===== src/rtl/vector_operand_packer.sv =====
// Gathers scalar operand triples into lane-packed vectors for the MAC stage.
// One element per beat; a vector completes on the last lane or on in_last.
module vector_operand_packer #(
    parameter int E_WIDTH = 8,
    parameter int M_WIDTH = 7,
    parameter int VECTOR  = 8,
    parameter int I_WIDTH = E_WIDTH + M_WIDTH + 1,
    parameter int VLEN    = I_WIDTH * VECTOR
) (
    input  logic               clk,
    input  logic               rst,
    input  logic               in_valid,
    output logic               in_ready,
    input  logic [I_WIDTH-1:0] in_a,
    input  logic [I_WIDTH-1:0] in_b,
    input  logic [I_WIDTH-1:0] in_c,
    input  logic               in_last,
    output logic               out_valid,
    input  logic               out_ready,
    output logic [VLEN-1:0]    a_out,
    output logic [VLEN-1:0]    b_out,
    output logic [VLEN-1:0]    c_out,
    output logic [VECTOR-1:0]  lane_mask,
    output logic [15:0]        vec_count
);
    localparam int CW = (VECTOR > 1) ? $clog2(VECTOR) : 1;

    typedef enum logic {S_FILL, S_HOLD} state_t;

    state_t            r_state, w_state_nxt;
    logic [CW-1:0]     r_cnt;
    logic [VLEN-1:0]   r_asm_a, r_asm_b, r_asm_c;
    logic [VECTOR-1:0] r_asm_mask;
    logic [VLEN-1:0]   r_out_a, r_out_b, r_out_c;
    logic [VECTOR-1:0] r_out_mask;
    logic              r_out_valid;
    logic [15:0]       r_vec_count;

    logic [VLEN-1:0]   w_wr_a, w_wr_b, w_wr_c;
    logic [VECTOR-1:0] w_wr_mask;
    logic              w_accept, w_complete, w_slot_free;
    logic              w_load_out, w_clear_asm;

    assign w_accept    = in_valid && in_ready;
    assign w_complete  = w_accept && ((r_cnt == CW'(VECTOR - 1)) || in_last);
    assign w_slot_free = !r_out_valid || out_ready;

    // Assembly buffer with the current beat merged in. In HOLD nothing is
    // accepted, so this equals the held vector and serves both load paths.
    for (genvar k = 0; k < VECTOR; k++) begin : g_lane
        logic w_sel;
        assign w_sel = w_accept && (r_cnt == CW'(k));
        assign w_wr_a[k*I_WIDTH +: I_WIDTH] = w_sel ? in_a : r_asm_a[k*I_WIDTH +: I_WIDTH];
        assign w_wr_b[k*I_WIDTH +: I_WIDTH] = w_sel ? in_b : r_asm_b[k*I_WIDTH +: I_WIDTH];
        assign w_wr_c[k*I_WIDTH +: I_WIDTH] = w_sel ? in_c : r_asm_c[k*I_WIDTH +: I_WIDTH];
        assign w_wr_mask[k] = w_sel | r_asm_mask[k];
    end

    always_comb begin
        w_state_nxt = r_state;
        in_ready    = (r_state == S_FILL);
        w_load_out  = 1'b0;
        w_clear_asm = 1'b0;
        case (r_state)
            S_FILL: begin
                if (w_complete) begin
                    if (w_slot_free) begin
                        w_load_out  = 1'b1;
                        w_clear_asm = 1'b1;
                    end else begin
                        w_state_nxt = S_HOLD;
                    end
                end
            end
            S_HOLD: begin
                if (w_slot_free) begin
                    w_load_out  = 1'b1;
                    w_clear_asm = 1'b1;
                    w_state_nxt = S_FILL;
                end
            end
            default: w_state_nxt = S_FILL;
        endcase
    end

    always_ff @(posedge clk) begin
        if (rst) begin
            r_state     <= S_FILL;
            r_cnt       <= '0;
            r_asm_a     <= '0;
            r_asm_b     <= '0;
            r_asm_c     <= '0;
            r_asm_mask  <= '0;
            r_out_a     <= '0;
            r_out_b     <= '0;
            r_out_c     <= '0;
            r_out_mask  <= '0;
            r_out_valid <= 1'b0;
            r_vec_count <= '0;
        end else begin
            r_state <= w_state_nxt;

            if (w_clear_asm) begin
                r_asm_a    <= '0;
                r_asm_b    <= '0;
                r_asm_c    <= '0;
                r_asm_mask <= '0;
                r_cnt      <= '0;
            end else begin
                r_asm_a    <= w_wr_a;
                r_asm_b    <= w_wr_b;
                r_asm_c    <= w_wr_c;
                r_asm_mask <= w_wr_mask;
                // A completed vector waiting in HOLD keeps cnt parked until it leaves.
                if (w_accept && !w_complete)
                    r_cnt <= r_cnt + 1'b1;
            end

            if (w_load_out) begin
                r_out_a     <= w_wr_a;
                r_out_b     <= w_wr_b;
                r_out_c     <= w_wr_c;
                r_out_mask  <= w_wr_mask;
                r_out_valid <= 1'b1;
            end else if (out_ready) begin
                r_out_valid <= 1'b0;
            end

            if (r_out_valid && out_ready)
                r_vec_count <= r_vec_count + 16'd1;
        end
    end

    assign out_valid = r_out_valid;
    assign a_out     = r_out_a;
    assign b_out     = r_out_b;
    assign c_out     = r_out_c;
    assign lane_mask = r_out_mask;
    assign vec_count = r_vec_count;

endmodule


===== config.mk =====
export PLATFORM = sky130hd
export DESIGN_NAME = vector_operand_packer
export DESIGN_NICKNAME = d
export VERILOG_FILES = /design/src/rtl/vector_operand_packer.sv
export SDC_FILE = /design/constraint.sdc
export NUM_CORES = 1
export LEC_CHECK = 0
export ABC_AREA = 0
export CAP_MARGIN = 20
export CORE_AREA = 2 2 210 294
export DETAILED_ROUTE_END_ITERATION = 16
export DIE_AREA = 0 0 212 296
export PLACE_DENSITY = 0.67
export SYNTH_ARGS = -nofsm -noshare
export SYNTH_HDL_FRONTEND = slang
export SYNTH_SLANG_ARGS = --single-unit

===== constraint.sdc =====
create_clock -name clk -period 5.1 [get_ports clk]
set_input_delay 1.02 -clock clk [delete_from_list [all_inputs] [get_ports clk]]
set_output_delay 1.02 -clock clk [all_outputs]
set_load 0.02 [all_outputs]

==> results of run 1 <==
## registers in the layout, summed over array words and instances (netlist names)
| name | flops |
|---|---|
| r_cnt | 3 |
| a_out | 128 |
| c_out | 128 |
| lane_mask | 8 |
| r_asm_a | 128 |
| r_asm_b | 128 |
| out_valid | 1 |
| vec_count | 16 |
| r_asm_mask | 8 |
| r_asm_c | 128 |
| b_out | 128 |
| r_state | 1 |
## power by group through the flow
stage | clock (mW) | combinational [mW] | sequential (mW)
floorplan | 0 | 0.374 | 6.55
global placement | 0 | 0.634 | 6.52
detailed placement | 0 | 0.642 | 6.52
CTS | 5.96 | 0.643 | 6.38
global route | 6.20 | 0.679 | 6.39
finish | 5.84 | 0.639 | 6.38
## stage by stage
stage	cell area, µm²	power [mW]	cells
floorplan	26700	6.92	2308
global placement	31500	7.16	3374
detailed placement	31500	7.17	3374
CTS	34100	13.0	3508
global route	34100	13.3	3509
finish	34100	12.9	3509
## kinds of logic (layout without fill, tap and decap cells)
group                    Yosys count  in the layout  share of synthesized area
XOR/XNOR                          11             11                    0.00360
AO/OA/AOI/OAI                    413            413                      0.134
adder cells (fa/ha/maj)            7              7                    0.00327
buffers and inverters            232            615                     0.0447
AND/OR/NAND/NOR                  455            455                     0.0683
flip-flops                       805            805                      0.603
other                              0              1                          0
multiplexers                     385            385                      0.144
## per-layer routing
| layer | track usage | vias up | wire (µm) |
|---|---|---|---|
| li1 | - | 8778 | - |
| met1 | 0.301 | 9132 | 32300 |
| met2 | 0.394 | 603 | 36600 |
| met3 | 0.0579 | 124 | 5200 |
| met4 | 0.0915 | 0 | 2610 |
| met5 | 0 | - | 0 |
## layout by cell type, fill, tap and decap left out, types with 3 or more instances in the layout
cell and count:
xor2_1 7, nor2_1 408, o2bb2ai_1 392, o21ai_0 3, a21oi_1 8, inv_1 4, nand2_4 3, nand3_1 7
nand4_1 8, buf_4 7, buf_12 8, nand3_4 3, and3_1 3, and3_4 3, clkbuf_16 77, bufinv_16 11
mux2i_1 385, clkdlybuf4s50_1 462, a31oi_1 3, clkinv_2 10, nand2_1 4, xnor2_1 4, clkbuf_1 23, dfxtp_1 805
clkbuf_8 7, clkinv_8 4, nor3_1 3, or3_1 3, ha_1 7
## final timing paths
check,cells after the start,slack [ns],to
max,4,2.02,a_out[96]
min,2,0.46,r_asm_mask[3]
max reg2reg,7,2.13,a_out[96]
min reg2reg,2,0.46,r_asm_mask[3]
## tightest hold or removal path, stage by stage (launching register included)
cell and delay, ns:
dfxtp_1 0.31, a21oi_1 0.05, nor2_1 0.07
## area by class of cell
cell class	count	share of cell area
clock buffer	107	0.0619
tap	817	0.0300
multi-input combinational	1271	0.279
timing repair buffer	477	0.142
inverter	4	0.000441
antenna	1	0.0000734
clock inverter	27	0.0135
sequential	805	0.473
==> metrics.cfg, run 1 <==
[routing]
drt-pass1-iter-count=5
routed_wl_mm=76.7
drtIter0Drc=1204
viasPerCell=5.31
drc_errors=0
wire_per_inst_um=21.9
ant_nets=0
vias=18600

[power_and_ir_drop]
p_leak_nw=13.4
p_seq_frac=0.497
p_switching_mw=2.86
p_int_mw=10.0
swShare=0.222
power_frac_comb=0.050
p_clk_frac=0.454
power.density_nw_per_um2=377
peakVddDrop_mv=0.324

[sta]
hold_slack_ns=0.458
min_period_ns=3.08
setup_total_negative_slack_ns=0
rsz0062_at_grt=false
hold_viol_final=0
fmax_mhz=324
fin_skew_ns=0.0190
finalWorstSetupSlack_ns=2.02
setup_viol=0
tightest_slew_ns=1.14
min_period_over_period=0.605
slew_headroom=0.240
slew_violations=0

[floorplanning]
ioPinCount=463
initial_core_util=0.443
die_w_um=212
coreArea_um2=60400
die_area_um2=62800
die_h_um=296
row_count=107

[grt]
grt_first_pass_wirelength_mm=114
grt_antenna_before_repair=1
gr-usage-all-layers=0.238
grt_overflow=0
grt_pass1_vias=18300
grt_max_degree=200

[cts]
clkLatencyLatePin_ns=0.61
clk_pin_slew_ns=0.06
post_cts_resized=0
postCtsSetupRepairBufs=0
cts_max_path_buffers=3
cts_tree=yes
numCtsBuffers=74
clockRootBuffer=clkbuf_16
postCtsHoldBufs=0
h-tree-depth=3
clock_sinks=805

[synthesis]
synth_warnings=0
synth_area_um2=26700
synth_cell_types=38
synth.avg_cell_area_um2=11.6
postSynth.asyncResetShare=0
netlist_top_cells_area=dfxtp_1, mux2i_1, o2bb2ai_1
synth-edff-count=0
synth_top_area_share=0.603
yosysMostFrequentCell=dfxtp_1
yosys_register_bits=805
ys_top_cells_by_count=dfxtp_1, nor2_1, o2bb2ai_1
syn_inst=2308
seq_area_frac_synth=0.603
synthesis.nets=2368
synth_flop_cell=dfxtp_1
yosysTopAreaCell=dfxtp_1

[placement]
gp_congestion=0.819
place_hpwl_mm=48.0
port_buffers=462
dp_slack_ns=1.43

[worst_setup_path]
crit_family=buffers and inverters
path_cells=clkdlybuf4s50_1 -> or3_4 -> buf_12 -> o2bb2ai_1
cp.arrival_ns=3.54
cp-startpoint=rst
critPathRequiredTime_ns=5.56
cp_num_buf_inv=2
crit_type=in2reg
crit_slowest_cell=clkdlybuf4s50_1
r2r-start=r_cnt[0]
path_max_fanout=131
worst_path_largest_cell_delay_ns=0.94
crit_path_end_kind=register
worstSetupStartpointType=input pin

[layout]
syn2layout_area_growth_pct=27.4
multi_input_area_um2=9510
fillCellCount=5095
drive_gt1_frac=0.0528
final-seq-area_um2=16100
nets=2693
final_util=0.564

[run_status]
outcome=finished, final reports clean

[hold_path]
hold_class=reg2reg
hp-start=r_asm_mask[3]

[run]
drv_cap=0

(Power assumes the default switching activity.)
==> run 2: changes to the inputs <==
Settings changed: PLACE_DENSITY 0.67 to 0.7.
Clock period 5.1 ns to 2.75 ns, I/O delays scaled along.
==> run 2 against run 1 <==
  * Combinational power up 110%
  * Critical path depth up 4
  * Sequential share of layout area down 1.1 points
  * Register-to-register slack worse by 1.8 ns
  * Power up 85%
  * Wire length up 1.5%
  * Utilization up 1.3 points
  * Design area up 2.3%
  * Count of clock-buffer cells in the layout down 7
  * First-iteration DRC count down 5.8%
  * Critical endpoint is now b_out[120]
  * Largest cell class unchanged
  * Highest routed layer unchanged
==> metrics.cfg, run 2 (synthesis results as in run 1) <==
[cts]
clkLatencyLatePin_ns=0.61  ; about the same
cts_tree=yes  ; unchanged
h-tree-depth=3  ; unchanged
clock_sinks=805  ; unchanged
clk_pin_slew_ns=0.06  ; about the same
numCtsBuffers=74  ; unchanged
postCtsSetupRepairBufs=0  ; unchanged
cts_max_path_buffers=3  ; unchanged
post_cts_resized=0  ; unchanged
postCtsHoldBufs=0  ; unchanged
clockRootBuffer=clkbuf_16  ; unchanged

[routing]
drtIter0Drc=1134  ; was 1204
wire_per_inst_um=21.8  ; was 21.9 µm
vias=19000  ; was 18600
drc_errors=0  ; unchanged
routed_wl_mm=77.8  ; was 76.7 mm
drt-pass1-iter-count=5  ; unchanged
ant_nets=0  ; unchanged
viasPerCell=5.31  ; about the same

[sta]
fin_skew_ns=0.0186  ; was 0.0190 ns
slew_violations=0  ; unchanged
min_period_over_period=0.868
hold_viol_final=0  ; unchanged
finalWorstSetupSlack_ns=0.364  ; was 2.02 ns
fmax_mhz=419
hold_slack_ns=0.456  ; was 0.458 ns
slew_headroom=0.530  ; was 0.240
rsz0062_at_grt=false  ; unchanged
setup_viol=0  ; unchanged
tightest_slew_ns=0.703  ; was 1.14 ns
min_period_ns=2.39
setup_total_negative_slack_ns=0  ; unchanged

[grt]
grt_pass1_vias=19200  ; was 18300
grt_first_pass_wirelength_mm=117  ; was 114 mm
grt_antenna_before_repair=0  ; was 1
grt_overflow=0  ; unchanged
gr-usage-all-layers=0.243  ; was 0.238
grt_max_degree=56  ; was 200

[worst_setup_path]
crit_path_end_kind=register  ; unchanged
worstSetupStartpointType=register  ; was input pin
cp-startpoint=r_cnt[0]  ; was rst
cp.arrival_ns=2.86  ; was 3.54 ns
path_max_fanout=47  ; was 131
r2r-start=r_cnt[0]  ; unchanged
critPathRequiredTime_ns=3.22  ; was 5.56 ns
crit_type=reg2reg  ; was in2reg
r2r_slack_ns=0.36  ; was 2.13 ns

[floorplanning]
coreArea_um2=60400  ; unchanged
die_w_um=212  ; unchanged
die_area_um2=62800  ; unchanged
initial_core_util=0.443  ; unchanged
die_h_um=296  ; unchanged
row_count=107  ; unchanged
ioPinCount=463  ; unchanged

[hold_path]
hold_class=reg2reg  ; unchanged
hp-start=r_asm_mask[1]  ; was r_asm_mask[3]

[run_status]
outcome=finished, final reports clean  ; unchanged

[placement]
place_hpwl_mm=52.5  ; was 48.0 mm
dp_slack_ns=0.211  ; was 1.43 ns
gp_congestion=0.825  ; was 0.819
port_buffers=462  ; unchanged

[layout]
fillCellCount=4945  ; was 5095
most-common-layout-cells=dfxtp_1, clkdlybuf4s50_1, nor2_1, o2bb2ai_1, mux2i_1  ; unchanged
nets=2756  ; was 2693
drive_gt1_frac=0.0794  ; was 0.0528
final_common_cell=dfxtp_1  ; unchanged
syn2layout_area_growth_pct=30.3  ; was 27.4%
diodes=0  ; was 1

[power_and_ir_drop]
swShare=0.226  ; was 0.222
power_frac_comb=0.055  ; was 0.050
p_seq_frac=0.497  ; about the same
power.total_mw=23.8  ; was 12.9 mW
peakVddDrop_mv=0.413  ; was 0.324 mV
power.density_nw_per_um2=684  ; was 377 nW/µm²
p_int_mw=18.5  ; was 10.0 mW
p_switching_mw=5.40  ; was 2.86 mW
p_leak_nw=13.8  ; was 13.4 nW
p_clk_frac=0.448  ; was 0.454

[run]
drv_cap=0  ; unchanged

## run 2: per-stage QoR
stage | area [µm²] | instances | util
2_1_floorplan | 26700 | 2308 | -
3_3_place_gp | 32300 | 3437 | 0.535
3_5_place_dp | 32300 | 3437 | 0.535
4_1_cts | 34900 | 3574 | 0.577
5_1_grt | 34900 | 3574 | 0.577
6_report | 34900 | 3574 | 0.577
## run 2: power by group through the flow
stage | clock network [mW] | registers [mW] | logic [mW]
2_1_floorplan | 0 | 12.1 | 0.694
3_3_place_gp | 0 | 12.1 | 1.30
3_5_place_dp | 0 | 12.1 | 1.32
4_1_cts | 10.9 | 11.8 | 1.32
5_1_grt | 11.4 | 11.8 | 1.39
6_report | 10.7 | 11.8 | 1.31
## run 2: final cells by class
type / instances / area (µm²) / share of cell area
Sequential cell: 805 / 16100 / 0.462
Multi-Input combinational cell: 1271 / 9510 / 0.273
Timing Repair Buffer: 540 / 5620 / 0.161
Clock buffer: 100 / 2110 / 0.0606
Tap cell: 817 / 1020 / 0.0293
Clock inverter: 37 / 459 / 0.0132
Inverter: 4 / 15.0 / 0.000431
## run 2: worst paths after layout
check	to	cells past startpoint
worst max register to register	b_out[120]	8
worst max-delay path	b_out[120]	8
worst min-delay path	r_asm_mask[1]	2
worst min register to register	r_asm_mask[1]	2
## run 2: layer usage
| metal | GRT usage | share of wire | up-vias |
|---|---|---|---|
| met5 | 0 | 0 | - |
| met4 | 0.101 | 0.038 | 0 |
| met3 | 0.0433 | 0.055 | 134 |
| met2 | 0.411 | 0.49 | 605 |
| met1 | 0.305 | 0.42 | 9331 |
| li1 | - | - | 8909 |
## run 2: critical path, stage by stage (launching register included)
cell,delay (ns)
dfxtp_1,0.35
ha_1,0.23
ha_1,0.26
or2_4,0.30
a21oi_4,0.25
or3_4,0.20
buf_12,0.23
buf_12,0.26
o2bb2ai_1,0.11
==> run 3: changes to the inputs <==
Settings changed: REMOVE_ABC_BUFFERS set to 1.
==> run 3 against run 2 <==
  * Clock power down 5%
  * Maximum frequency is 0.23% lower
  * First-iteration DRC count is 8.4% higher
  * Highest routed layer unchanged
  * Clock skew increased by 0.0041 ns
  * Sequential share of layout area up 0.20 points
  * Global-route usage decreased by 1.2 points
  * Largest cell class unchanged
  * Utilization fell by 0.25 points
  * Critical path type unchanged
  * Worst hold slack got worse by 0.0012 ns
  * Largest power group unchanged
  * Sequential power hardly changed
  * Combinational power decreased by 4%
==> metrics.cfg, run 3 (synthesis results as in run 1) <==
[power_and_ir_drop]
p_leak_nw=13.7  ; was 13.8 nW
power.density_nw_per_um2=672  ; was 684 nW/µm²
peakVddDrop_mv=0.494  ; was 0.413 mV
power.total_mw=23.3  ; was 23.8 mW

[layout]
diodes=0  ; unchanged
multi_input_area_um2=9510  ; unchanged
final-seq-area_um2=16100  ; unchanged
final_common_cell=dfxtp_1  ; unchanged
fillCellCount=5055  ; was 4945
final_util=0.575  ; was 0.577
final_area_um2=34700  ; was 34900 µm²
drive_gt1_frac=0.0741  ; was 0.0794
syn2layout_area_growth_pct=29.8  ; was 30.3%
nets=2740  ; was 2756
most-common-layout-cells=dfxtp_1, clkdlybuf4s50_1, nor2_1, o2bb2ai_1, mux2i_1  ; unchanged

[sta]
tightest_slew_ns=0.674  ; was 0.703 ns
rsz0062_at_grt=false  ; unchanged
finalWorstSetupSlack_ns=0.358  ; was 0.364 ns
hold_viol_final=0  ; unchanged
min_period_ns=2.39  ; about the same
fin_skew_ns=0.0226  ; was 0.0186 ns
setup_total_negative_slack_ns=0  ; unchanged
fmax_mhz=418  ; was 419 MHz
min_period_over_period=0.870  ; was 0.868
slew_headroom=0.549  ; was 0.530
slew_violations=0  ; unchanged
setup_viol=0  ; unchanged

[routing]
viasPerCell=5.27  ; was 5.31
ant_nets=0  ; unchanged
drtIter0Drc=1229  ; was 1134
wire_per_inst_um=20.8  ; was 21.8 µm
drt-pass1-iter-count=8  ; was 5
routed_wl_mm=74.0  ; was 77.8 mm
vias=18800  ; was 19000
drc_errors=0  ; unchanged

[worst_setup_path]
critPathRequiredTime_ns=3.28  ; was 3.22 ns
path_cells=ha_1 -> ha_1 -> or2_4 -> a21oi_4 -> o21ba_4 -> buf_12 -> buf_12 -> o2bb2ai_1  ; was ha_1 -> ha_1 -> or2_4 -> a21oi_4 -> or3_4 -> buf_12 -> buf_12 -> o2bb2ai_1
reg2regPathDepth=8  ; unchanged
cp.arrival_ns=2.92  ; was 2.86 ns
worstSetupStartpointType=register  ; unchanged
r2r-start=r_cnt[0]  ; unchanged
crit_type=reg2reg  ; unchanged
r2r_slack_ns=0.36  ; about the same
path_max_fanout=40  ; was 47
crit_slowest_cell=dfxtp_1  ; unchanged
crit_path_end_kind=register  ; unchanged
r2r_end=a_out[89]  ; was b_out[120]
worst_path_largest_cell_delay_ns=0.35  ; about the same

[grt]
grt_overflow=0  ; unchanged
grt_pass1_vias=19000  ; was 19200
grt_first_pass_wirelength_mm=113  ; was 117 mm
gr-usage-all-layers=0.231  ; was 0.243
grt_max_degree=88  ; was 56
grt_antenna_before_repair=0  ; unchanged

[hold_path]
hold_end=r_asm_mask[2]  ; was r_asm_mask[1]
hp-start=r_asm_mask[2]  ; was r_asm_mask[1]
hold_class=reg2reg  ; unchanged
whs_path_depth=2  ; unchanged

[cts]
h-tree-depth=3  ; unchanged
cts_tree=yes  ; unchanged
numCtsBuffers=74  ; unchanged
postCtsHoldBufs=0  ; unchanged
clkLatencyLatePin_ns=0.62  ; was 0.61 ns
clk_pin_slew_ns=0.07  ; was 0.06 ns
clock_sinks=805  ; unchanged
post_cts_resized=0  ; unchanged
cts_max_path_buffers=3  ; unchanged
postCtsSetupRepairBufs=0  ; unchanged
clockRootBuffer=clkbuf_16  ; unchanged

[floorplanning]
row_count=107  ; unchanged
initial_core_util=0.443  ; unchanged
coreArea_um2=60400  ; unchanged
die_area_um2=62800  ; unchanged
die_h_um=296  ; unchanged
ioPinCount=463  ; unchanged
die_w_um=212  ; unchanged

[run]
drv_cap=0  ; unchanged

[placement]
place_hpwl_mm=48.2  ; was 52.5 mm
dp_slack_ns=0.216  ; was 0.211 ns
placedInstanceArea_um2=32300  ; about the same
port_buffers=462  ; unchanged
gp_congestion=0.842  ; was 0.825

[run_status]
outcome=finished, final reports clean  ; unchanged

run 3: changes by cell type in the layout (fill, tap and decap cells not counted), moves of 2 or more:
cell	before	now
bufinv_16	8	3
clkbuf_1	12	10
buf_4	45	21
clkinv_2	14	22
buf_12	33	41
clkinv_4	2	0
run 3: area by class of cell:
cell class	instances	share of cell area
Timing Repair Buffer	524	0.161
Clock buffer	98	0.0610
Clock inverter	37	0.00930
Inverter	4	0.000433
Sequential cell	805	0.464
Tap cell	817	0.0295
Multi-Input combinational cell	1271	0.274
run 3: stage by stage:
stage                     hold slack [ns]  std cells
after floorplan                     0.424       2080
after global placement              0.437       3421
after detailed placement            0.442       3421
after CTS                           0.458       3556
after global routing                0.474       3556
final                               0.455       3556
run 3: critical path, delay by kind of cell, from the launching register on:
kind	cells	cell delay [ns]
buf+inv	2	0.54
simple gates	1	0.29
compound gates	3	0.62
flops	1	0.35
fa+ha+maj	2	0.49
run 3: power by group:
part | internal (mW) | switching, mW
clock network | 5.76 | 4.47
registers | 11.8 | 0.0589
logic | 0.450 | 0.809
total | 18.0 | 5.34
run 3: layer usage:
metal	global-route usage	vias to the layer above	wire length, µm
met5	0	-	0
met4	0.101	0	2660
met3	0.0453	132	4020
met2	0.392	528	36200
li1	-	8891	-
met1	0.283	9204	31000
run 3: worst max path at each step:
| stage | start | to | slack, ns | cells after the start |
|---|---|---|---|---|
| floorplan | r_cnt[0] | r_asm_a[0] | -12.00 | 6 |
| global placement | in_last | a_out[117] | 0.25 | 7 |
| detailed placement | in_valid | a_out[101] | 0.22 | 6 |
| CTS | r_cnt[0] | a_out[87] | 0.38 | 8 |
| global route | r_cnt[0] | a_out[39] | 0.25 | 8 |
| finish | r_cnt[0] | a_out[89] | 0.36 | 8 |
